File: src/rtl/serial_subtractor_pkg.sv
// Shared definitions for the digit-serial subtractor: FSM state encoding and
// the sizing helper for the digit index register.
package sub_pkg;

    typedef enum logic [1:0] {
        IDLE = 2'd0,
        RUN  = 2'd1,
        DONE = 2'd2
    } state_t;

    // A single-digit configuration still needs a one-bit index register.
    function automatic int idx_width(input int ndig);
        return (ndig > 1) ? $clog2(ndig) : 1;
    endfunction

endpackage

File: src/rtl/serial_subtractor_digit.sv
// Combinational DIGIT-bit ripple subtractor slice; also exposes the borrow into
// its top bit so the caller can form the signed-overflow flag.
module digit_subtractor #(
    parameter int DIGIT = 4
) (
    input  logic [DIGIT-1:0] a,
    input  logic [DIGIT-1:0] b,
    input  logic             bi,
    output logic [DIGIT-1:0] d,
    output logic             bo,
    output logic             b_msb
);

    logic [DIGIT:0] chain;

    assign chain[0] = bi;

    for (genvar i = 0; i < DIGIT; i++) begin : g_bit
        assign d[i]       = a[i] ^ b[i] ^ chain[i];
        assign chain[i+1] = (~a[i] & b[i]) | (~a[i] & chain[i]) | (b[i] & chain[i]);
    end

    assign bo    = chain[DIGIT];
    assign b_msb = chain[DIGIT-1];

endmodule

File: src/rtl/serial_subtractor.sv
// Multi-cycle subtractor computing A - B - Bin one DIGIT-bit slice per clock,
// LSB slice first, with valid/ready handshakes on operands and result.
module serial_subtractor
    import sub_pkg::*;
#(
    parameter int WIDTH = 16,
    parameter int DIGIT = 4
) (
    input  logic             clk,
    input  logic             rst_n,
    input  logic             in_valid,
    output logic             in_ready,
    input  logic [WIDTH-1:0] A,
    input  logic [WIDTH-1:0] B,
    input  logic             Bin,
    output logic             out_valid,
    input  logic             out_ready,
    output logic [WIDTH-1:0] diff,
    output logic             Bout,
    output logic             ovf,
    output logic             zero
);

    localparam int NDIG = (DIGIT >= 1) ? (WIDTH / DIGIT) : 1;
    localparam int IW   = idx_width(NDIG);

    if (DIGIT < 1 || DIGIT > WIDTH || (WIDTH % DIGIT) != 0) begin : g_bad_params
        $error("serial_subtractor: WIDTH must be a positive multiple of DIGIT");
    end

    state_t           state;
    state_t           next_state;
    logic [WIDTH-1:0] a_reg;
    logic [WIDTH-1:0] b_reg;
    logic [WIDTH-1:0] diff_reg;
    logic [WIDTH-1:0] diff_next;
    logic             borrow;
    logic [IW-1:0]    idx;
    logic             bout_reg;
    logic             ovf_reg;
    logic             zero_reg;
    logic [DIGIT-1:0] a_dig;
    logic [DIGIT-1:0] b_dig;
    logic [DIGIT-1:0] d_dig;
    logic             bo_dig;
    logic             bmsb_dig;
    logic             last_dig;

    always_comb begin
        a_dig = '0;
        b_dig = '0;
        for (int i = 0; i < NDIG; i++) begin
            if (idx == IW'(i)) begin
                a_dig = a_reg[i*DIGIT +: DIGIT];
                b_dig = b_reg[i*DIGIT +: DIGIT];
            end
        end
    end

    digit_subtractor #(.DIGIT(DIGIT)) u_digit (
        .a     (a_dig),
        .b     (b_dig),
        .bi    (borrow),
        .d     (d_dig),
        .bo    (bo_dig),
        .b_msb (bmsb_dig)
    );

    // Result as it will look once the current slice is written; on the last
    // digit this is the complete difference used for the zero flag.
    always_comb begin
        diff_next = diff_reg;
        for (int i = 0; i < NDIG; i++) begin
            if (idx == IW'(i)) begin
                diff_next[i*DIGIT +: DIGIT] = d_dig;
            end
        end
    end

    assign last_dig = (idx == IW'(NDIG - 1));

    always_ff @(posedge clk or negedge rst_n) begin
        if (!rst_n) begin
            state <= IDLE;
        end else begin
            state <= next_state;
        end
    end

    always_comb begin
        next_state = state;
        unique case (state)
            IDLE:    if (in_valid)  next_state = RUN;
            RUN:     if (last_dig)  next_state = DONE;
            DONE:    if (out_ready) next_state = IDLE;
            default:                next_state = IDLE;
        endcase
    end

    // Flags are registered only on the final digit so they stay stable in DONE.
    always_ff @(posedge clk or negedge rst_n) begin
        if (!rst_n) begin
            a_reg    <= '0;
            b_reg    <= '0;
            diff_reg <= '0;
            borrow   <= 1'b0;
            idx      <= '0;
            bout_reg <= 1'b0;
            ovf_reg  <= 1'b0;
            zero_reg <= 1'b0;
        end else begin
            case (state)
                IDLE: begin
                    if (in_valid) begin
                        a_reg  <= A;
                        b_reg  <= B;
                        borrow <= Bin;
                        idx    <= '0;
                    end
                end
                RUN: begin
                    diff_reg <= diff_next;
                    borrow   <= bo_dig;
                    idx      <= idx + IW'(1);
                    if (last_dig) begin
                        bout_reg <= bo_dig;
                        ovf_reg  <= bmsb_dig ^ bo_dig;
                        zero_reg <= (diff_next == '0);
                    end
                end
                default: ;
            endcase
        end
    end

    assign in_ready  = (state == IDLE);
    assign out_valid = (state == DONE);
    assign diff      = diff_reg;
    assign Bout      = bout_reg;
    assign ovf       = ovf_reg;
    assign zero      = zero_reg;

endmodule

File: config.mk
export PLATFORM = sky130hd
export DESIGN_NAME = serial_subtractor
export DESIGN_NICKNAME = d
export VERILOG_FILES = /design/src/rtl/serial_subtractor_pkg.sv /design/src/rtl/serial_subtractor_digit.sv /design/src/rtl/serial_subtractor.sv
export SDC_FILE = /design/constraint.sdc
export NUM_CORES = 1
export LEC_CHECK = 0
export BUFFER_PORTS_ARGS = -buffer_cell sky130_fd_sc_hd__buf_4
export CORE_MARGIN = 4
export CORE_UTILIZATION = 40
export DETAILED_ROUTE_END_ITERATION = 10
export PLACE_DENSITY = 0.59
export SYNTH_ARGS = -nofsm -noshare
export SYNTH_HDL_FRONTEND = slang
export SYNTH_SLANG_ARGS = --single-unit
File: constraint.sdc
create_clock -name clk -period 5.01 [get_ports clk]
set_input_delay 0 -clock clk [delete_from_list [all_inputs] [get_ports clk]]
set_output_delay 0 -clock clk [all_outputs]
set_load 0.005 [all_outputs]
==> results of run 1 <==
## layout by cell type (no fill, tap or decap)
cell type      instances
inv_1                  5
nor2b_1                9
o31ai_1                1
a221oi_1               4
o21ai_0               22
fa_1                   4
clkbuf_8               5
buf_4                 58
clkbuf_1               1
or4_4                  1
a21oi_1               13
o31ai_2                1
nor3_1                 5
clkinv_2               1
xor2_1                 1
nor3b_4                1
nor4_1                 1
a221o_1                1
nand2b_1               2
nand2_1              128
nor4_2                 1
o221ai_1               1
nor2_1                 3
ha_1                   4
nand3b_1               4
dfrtp_1               56
o21bai_1               1
mux2_2                 4
dlygate4sd3_1         35
## where the power goes
part	internal [mW]	switching (mW)	total (mW)	leakage [nW]
Clock	0.0956	0.137	0.233	0.0410
Combinational	0.537	0.681	1.22	0.994
Sequential	0.671	0.152	0.823	0.696
Total	1.30	0.970	2.27	1.73
## layer usage
metal	part of all wire, %	GRT usage, %	vias up
met5	0	0	-
met4	1.5	5.907	0
met3	4.8	2.793	9
met2	47	26.51	60
met1	47	22.35	955
li1	-	-	1097
## kinds of logic (layout without fill, tap and decap cells)
family / count (synthesis) / in the layout / share of synthesized area [%]
mux: 4 / 4 / 1.747
flops: 56 / 56 / 54.34
xor+xnor: 1 / 1 / 0.3397
buf+inv: 20 / 105 / 3.057
fa+ha+maj: 8 / 8 / 5.046
simple gates: 155 / 155 / 25.52
compound gates: 44 / 44 / 9.947
## Yosys cell counts
master    number  area [µm²]
a21oi_1       13       65.06
a221o_1        1       10.01
a221oi_1       4       35.03
buf_2          3       15.01
clkbuf_1      12       45.04
dfrtp_1       56        1401
fa_1           4       80.08
ha_1           4       50.05
inv_1          5       18.77
mux2_2         4       45.04
nand2_1      128       480.5
nand2b_1       2       12.51
nand3b_1       4       30.03
nor2_1         3       11.26
nor2b_1        9       56.30
nor3_1         5       25.02
nor3b_2        1       12.51
nor4_1         1       6.260
nor4_2         1       12.51
o21ai_0       22       110.1
o21bai_1       1       7.510
o221ai_1       1       8.760
o31ai_1        1       7.510
o31ai_2        1       12.51
or4_4          1       11.26
xor2_1         1       8.760
## metrics by stage
stage                     std cells  total power, mW
after floorplan                 288            1.613
after global placement          406            2.025
after detailed placement        406            2.055
after CTS                       448            2.317
after global routing            448            2.509
final                           448            2.274
## worst max-delay path by stage
stage	start	to	slack (ns)
after CTS	idx[1]$_DFFE_PN0P_	zero$_DFFE_PN0P_	0.66
after floorplan	idx[1]$_DFFE_PN0P_	zero$_DFFE_PN0P_	1.05
after global routing	idx[1]$_DFFE_PN0P_	zero$_DFFE_PN0P_	0.39
final	idx[1]$_DFFE_PN0P_	zero$_DFFE_PN0P_	0.67
after global placement	idx[1]$_DFFE_PN0P_	zero$_DFFE_PN0P_	0.84
after detailed placement	idx[1]$_DFFE_PN0P_	zero$_DFFE_PN0P_	0.66
## cell type report
type	instances	area, µm²
well taps	75	93.84
flip-flops and latches	56	1401
inverters	5	18.77
multi-input cells	212	1105
clock buffers	6	72.57
repair buffers	93	785.8
fillers	583	2614
clock inverters	1	5.005
==> run metrics, run 1 <==
critical path depth in cells=15; max_slew headroom=31.01%; Yosys reg bits=56; R2R cell count=15; synthesis-to-finish area growth=35.03%; remaining antenna violation count=0; layout cells sized above 1=19.30%; top cell family by delay on the critical path=adder cells; worst skew pair latency=0.30 ns; post-synthesis average cell area=8.954 µm²; grt ovf=0; HP Class=input pin to asynchronous set/reset pin; crit start category=register; worst-case clock skew=0.004948 ns; DR iter-0 viols=77; Hold Worst Slack=0.2714 ns; die footprint=7795 µm²; DRT Pass-1 Iters=4; Final Slew Violations=0; CORE AREA=6096 µm²; first-pass GRT wire length=9.942 mm; initial antenna violation count=0; Worst Tran Pin Value=1.032 ns; DR WL/cell=13.29 µm; Post CTS Setup Buffer Count=0; Largest stage delay, worst path=0.55 ns; GP Congestion=0.7642; Util after Layout=57.12%; H-tree levels=2; part of the cycle the worst path needs=86.59%; Critical Path Most Common Cell=fa_1; critical path required time=5.23 ns; RR Startpoint=idx[1]$_DFFE_PN0P_; setup violators final=0; worst slack, placed=0.6593 ns; CTS buffer count=5; minimum clock period=4.338 ns; Fin Setup TNS=0 ns; Buffers on Ports=57; CTS tree=done; gr usage total=16.41%; number of global-route vias before repair=2141; drt total wl=5.954 mm; Top-Level Pins=58; clk sinks=56; slowest cell on the critical path=ha_1; CP max FO=19; die height=88.29 µm; antenna fix cells=0; buffer levels on the longest clock path=2; Pleak=1.731 nW; Reg clk slew, reported paths=0.09 ns; Worst Path Class, Setup=register to register; fmax=230.5 MHz; final setup margin=0.6718 ns; Pwr per Cell Area=653.0 nW/µm²; Mapped Nets=333; CTS root buf=clkbuf_8; crit-path cells=inv_1 -> ha_1 -> nand3b_1 -> a21oi_1 -> a21oi_1 -> o21ai_0 -> fa_1 -> fa_1 -> fa_1 -> inv_1 -> fa_1 -> nand2_1 -> a21oi_1 -> or4_4 -> o31ai_2; flop-to-flop setup slack=0.67 ns; max cap viols=0; Final Hold Fails=0; Vias/cell=4.734; initial core utilization=42.30%; worst flop-to-flop path endpoint=zero$_DFFE_PN0P_; drt drc=0; # nets final=418; CTS Hold Bufs=35; HPWL after DPL=4.027 mm; worst path buffer plus inverter count=2; CP arrival=4.56 ns; Netlist Area Pre-Place=2579 µm²; largest net degree at the start of global routing=57; post_cts resized=0; maximum VDD drop=0.4206 mV; fin area=3482 µm²; status=completed; Critical Path End Type=register; Cells after Synth=288; DIE WIDTH=88.29 µm; via count=2121; row cnt=28; RSZ-0062 raised after global routing=false; yosys warns=0; Seq/Total Area, Yosys=54.34%; dpl cell area=3054 µm²; Yosys cell types=26
Note: power is estimated with default switching activity, not from simulation.
==> run 2: changes to the inputs <==
clock period = 4 ns   (was 5.01 ns; I/O delays follow)
==> run 2 against run 1 <==
  * Core utilization increased by 1.4 points
  * Power rose by 32%
  * Non-clock buffer count is 8 higher
  * First-iteration DRC count is 29% lower
  * Register-to-register slack got worse by 0.40 ns
  * Sequential share of layout area is 0.91 points lower
  * Sequential cell count stayed put
  * Design area is 2.4% higher
  * Hold slack hardly changed
  * Highest routed layer unchanged
==> run metrics, run 2 (synthesized netlist as in run 1, its figures left out) <==
GP Congestion=0.7328; antenna fix cells=0; worst flop-to-flop path endpoint=zero$_DFFE_PN0P_; DR WL/cell=13.28 µm; crit start category=register; drt total wl=6.057 mm; crit-path cells=inv_1 -> ha_2 -> nor2b_1 -> nor3_1 -> a21oi_1 -> fa_2 -> fa_1 -> fa_2 -> inv_1 -> fa_2 -> nand2_1 -> a21oi_1 -> or4_4 -> o31ai_2; Worst Tran Pin Value=1.086 ns; Reg clk slew, reported paths=0.09 ns; maximum VDD drop=0.5055 mV; fin area=3566 µm²; setup violators final=0; # nets final=426; CTS buffer count=5; layout cells sized above 1=22.57%; P_sw=1.256 mW; CTS tree=done; Worst Path Class, Setup=register to register; Fin Setup TNS=0 ns; worst path buffer plus inverter count=2; initial antenna violation count=0; Pwr per Cell Area=842.7 nW/µm²; logic gate share of total power=55.8%; DR iter-0 viols=55; Critical Path End Type=register; Top-Level Pins=58; largest net degree at the start of global routing=57; max cap viols=0; worst skew pair latency=0.30 ns; minimum clock period=3.725 ns; met3 global-route usage=3.166%; post-route insts no fill=456; status=completed; remaining antenna violation count=0; placed instance count=413; die footprint=7795 µm²; dpl cell area=3107 µm²; Critical Path Most Common Cell=fa_2; top cell family by delay on the critical path=adder cells; flop-to-flop setup slack=0.27 ns; CORE AREA=6096 µm²; gr usage total=16.52%; R2R cell count=14; max_slew headroom=27.44%; CP arrival=3.94 ns; Util after Layout=58.50%; fmax=268.4 MHz; Hold Worst Slack=0.2717 ns; worst-case clock skew=0.004704 ns; drt drc=0; Pleak=1.766 nW; Flop pwr share=34.5%; buffer levels on the longest clock path=2; busiest grt layer=met2; Final Slew Violations=0; Switching Share=41.80%; commonest non-fill, non-tap cell in the layout=nand2_1; Final Hold Fails=0; final setup margin=0.2747 ns; initial core utilization=42.30%; met1 Track Usage GR=23.60%; CTS root buf=clkbuf_8; DIE WIDTH=88.29 µm; CP max FO=7; die height=88.29 µm; part of the cycle the worst path needs=93.13%; power share of the clock group=9.7%; clk sinks=56; HPWL after DPL=4.298 mm; number of global-route vias before repair=2089; Buffers on Ports=57; Largest stage delay, worst path=0.52 ns; overall power=3.005 mW; first-pass GRT wire length=10.04 mm; row cnt=28; met2 usage=25.97%; H-tree levels=2; RSZ-0062 raised after global routing=false; DRT Pass-1 Iters=6; critical path required time=4.22 ns; most frequent cells in the layout=nand2_1 (128), buf_4 (66), dfrtp_1 (55), dlygate4sd3_1 (35), o21ai_0 (22); slowest cell on the critical path=or4_4; via count=2208; grt ovf=0; worst slack, placed=0.1050 ns; synthesis-to-finish area growth=38.28%; Vias/cell=4.842; RR Startpoint=idx[0]$_DFFE_PN0P_; internal power=1.749 mW; HP Class=input pin to asynchronous set/reset pin
## run 2: cell types whose count changed in the layout (fill, tap and decap cells not counted), sizes merged
cell	delta
buf	+8
## run 2: cell type report
class	instances	area [µm²]
Fill cell	586	2530
Clock buffer	6	72.57
Tap cell	75	93.84
Inverter	5	18.77
Clock inverter	1	5.005
Timing Repair Buffer	101	845.8
Multi-Input combinational cell	212	1127
Sequential cell	56	1403
## run 2: worst register-to-register path, delay by kind of cell (launching register included)
kind,cells,cell delay (ns)
simple gates,4,0.90
flops,1,0.42
fa+ha+maj,5,1.83
buf+inv,2,0.17
compound gates,3,0.31
## run 2: timing repair
action,4_1_cts,5_1_grt
gates resized for setup,0,7
hold buffers,35,0
setup endpoints to repair,0,1
buffers inserted,0,1
hold endpoints to repair,90,0
## run 2: worst max-delay path by stage
stage / from / to / slack (ns) / cells after the start
6_report: idx[0]$_DFFE_PN0P_ / zero$_DFFE_PN0P_ / 0.27 / 14
5_1_grt: idx[0]$_DFFE_PN0P_ / zero$_DFFE_PN0P_ / 0.03 / 15
4_1_cts: idx[1]$_DFFE_PN0P_ / zero$_DFFE_PN0P_ / 0.05 / 15
3_5_place_dp: idx[1]$_DFFE_PN0P_ / zero$_DFFE_PN0P_ / 0.11 / 15
3_3_place_gp: idx[0]$_DFFE_PN0P_ / zero$_DFFE_PN0P_ / 0.19 / 14
2_1_floorplan: idx[1]$_DFFE_PN0P_ / zero$_DFFE_PN0P_ / 0.04 / 16
## run 2: power by group through the flow
stage / Clock (mW) / Sequential (mW) / Combinational, mW
2_1_floorplan: 0 / 0.992 / 1.03
6_report: 0.291 / 1.04 / 1.68
5_1_grt: 0.322 / 1.07 / 1.90
3_3_place_gp: 0 / 1.04 / 1.53
3_5_place_dp: 0 / 1.05 / 1.58
4_1_cts: 0.302 / 1.04 / 1.61
## run 2: routing by layer
layer / share of wire, % / vias up
li1: - / 1117
met2: 45 / 51
met5: 0 / -
met4: 1.1 / 0
met1: 49 / 1031
met3: 4.8 / 9
==> run 3: changes to the inputs <==
CORE_ASPECT_RATIO = 1.4   (was unset)
REMOVE_ABC_BUFFERS = 1   (was unset)
==> run 3 against run 2 <==
  * Count of clock-buffer cells in the layout is 2 higher
  * First-iteration DRC count is 20% higher
  * Critical path depth stayed put
  * Global-route usage is 0.10 points lower
  * Non-clock buffer count is 1 lower
  * Setup slack worse by 0.12 ns
  * Core utilization is 1.5 points lower
  * Via count is 0.14% lower
  * Clock power is 6.9% higher
  * Largest power group unchanged
==> run metrics, run 3 (synthesized netlist as in run 1, its figures left out) <==
Buffers on Ports=57; P_sw=1.223 mW; CP max FO=8; Vias/cell=4.868; max_slew headroom=28.63%; row cnt=34; via count=2205; Worst Path Class, Setup=register to register; # nets final=425; internal power=1.727 mW; GP Congestion=0.7752; Worst Tran Pin Value=1.068 ns; R2R cell count=14; initial antenna violation count=0; flop-to-flop setup slack=0.16 ns; CORE AREA=6254 µm²; H-tree levels=2; DIE WIDTH=75.86 µm; post-route insts no fill=453; power share of the clock group=10.5%; buffer levels on the longest clock path=2; Post CTS Setup Buffer Count=0; top cell family by delay on the critical path=adder cells; HPWL after DPL=4.284 mm; drt total wl=6.006 mm; clk sinks=56; DR iter-0 viols=66; DR WL/cell=13.26 µm; crit-path cells=inv_1 -> ha_2 -> nor2b_1 -> nor3_1 -> a21oi_1 -> fa_1 -> fa_1 -> fa_2 -> inv_1 -> fa_2 -> nand2_1 -> a21oi_1 -> or4_4 -> o31ai_2; antenna fix cells=0; worst path buffer plus inverter count=2; remaining antenna violation count=0; minimum clock period=3.842 ns; drt drc=0; Top-Level Pins=58; worst-case clock skew=0.002425 ns; layout cells sized above 1=22.31%; max cap viols=0; Final Slew Violations=0; fmax=260.3 MHz; most frequent cells in the layout=nand2_1 (128), buf_4 (65), dfrtp_1 (55), dlygate4sd3_1 (35), o21ai_0 (22); die height=103.0 µm; number of global-route vias before repair=2163; CTS buffer count=5; setup violators final=0; worst skew pair latency=0.30 ns; worst flop-to-flop path endpoint=zero$_DFFE_PN0P_; Largest stage delay, worst path=0.51 ns; grt ovf=0; Pwr per Cell Area=827.4 nW/µm²; overall power=2.949 mW; critical path depth in cells=14; RR Startpoint=idx[0]$_DFFE_PN0P_; CP Launch Point=idx[0]$_DFFE_PN0P_; Flop pwr share=34.9%; Pleak=1.766 nW; slowest cell on the critical path=or4_4; commonest non-fill, non-tap cell in the layout=nand2_1; gr usage total=16.41%; Switching Share=41.45%; DRT Pass-1 Iters=4; crit start category=register; logic gate share of total power=54.5%; Final Hold Fails=0; HP Class=input pin to register; CP endpoint=zero$_DFFE_PN0P_; CP arrival=4.06 ns; final setup margin=0.1580 ns; status=completed; Critical Path End Type=register; initial core utilization=41.24%; Reg clk slew, reported paths=0.09 ns; largest net degree at the start of global routing=57; CTS root buf=clkbuf_8; CTS tree=done; RSZ-0062 raised after global routing=false; die footprint=7814 µm²; first-pass GRT wire length=9.832 mm; maximum VDD drop=0.3737 mV; placed instance count=410; synthesis-to-finish area growth=38.23%; part of the cycle the worst path needs=96.05%; critical path required time=4.22 ns; worst slack, placed=-0.03869 ns
==> run 3: cell type report <==
class	instances	area, µm²
inverters	5	18.77
fillers	575	2689
clock buffers	8	90.09
well taps	72	90.09
flip-flops and latches	56	1403
repair buffers	100	838.3
multi-input cells	212	1125
==> run 3: through the flow <==
stage | setup TNS, ns | cell area (µm²) | hold WS (ns) | utilization [%]
final | 0 | 3565 | 0.1699 | 57.00
after global routing | 0 | 3565 | 0.1812 | 57.00
after CTS | 0 | 3546 | 0.1685 | 56.70
after detailed placement | -0.03869 | 3103 | 0.09637 | 49.62
after global placement | 0 | 3103 | 0.09530 | 49.62
after floorplan | 0 | 2519 | -0.2956 | -
==> run 3: worst min path at each step <==
stage / start / end / slack [ns] / depth (start not counted)
final: in_valid / a_reg[5]$_DFFE_PN0P_ / 0.17 / 4
after global routing: in_valid / b_reg[5]$_DFFE_PN0P_ / 0.18 / 4
after CTS: in_valid / b_reg[2]$_DFFE_PN0P_ / 0.17 / 4
after detailed placement: rst_n / diff[6]$_DFFE_PN0P_ / 0.1 / 1
after global placement: rst_n / diff[6]$_DFFE_PN0P_ / 0.1 / 1
after floorplan: rst_n / Bout$_DFFE_PN0P_ / -0.30 / 0
==> run 3: per-layer routing <==
metal	track usage, %	wire length (µm)	vias to the layer above
met4	4.172	60	0
li1	-	-	1120
met1	20.26	2481	1036
met5	0	0	-
met3	2.927	233	5
met2	29.02	3230	44
==> run 3: repair_timing <==
item	CTS	global route
hold endpoints to repair	90	0
hold buffers	35	0
resized for setup	1	6
endpoints found under the setup margin	1	1
==> run 3: worst min-delay path, stage by stage <==
cell and delay, ns:
buf_4 0.11, nor3b_4 0.20, nand2_1 0.08, nand2_1 0.04
==> run 3: power groups by stage <==
stage | Combinational, mW | Clock (mW) | Sequential (mW)
3_5_place_dp | 1.57 | 0 | 1.04
6_report | 1.61 | 0.311 | 1.03
3_3_place_gp | 1.54 | 0 | 1.04
2_1_floorplan | 1.00 | 0 | 0.991
4_1_cts | 1.61 | 0.325 | 1.03
5_1_grt | 1.83 | 0.340 | 1.07
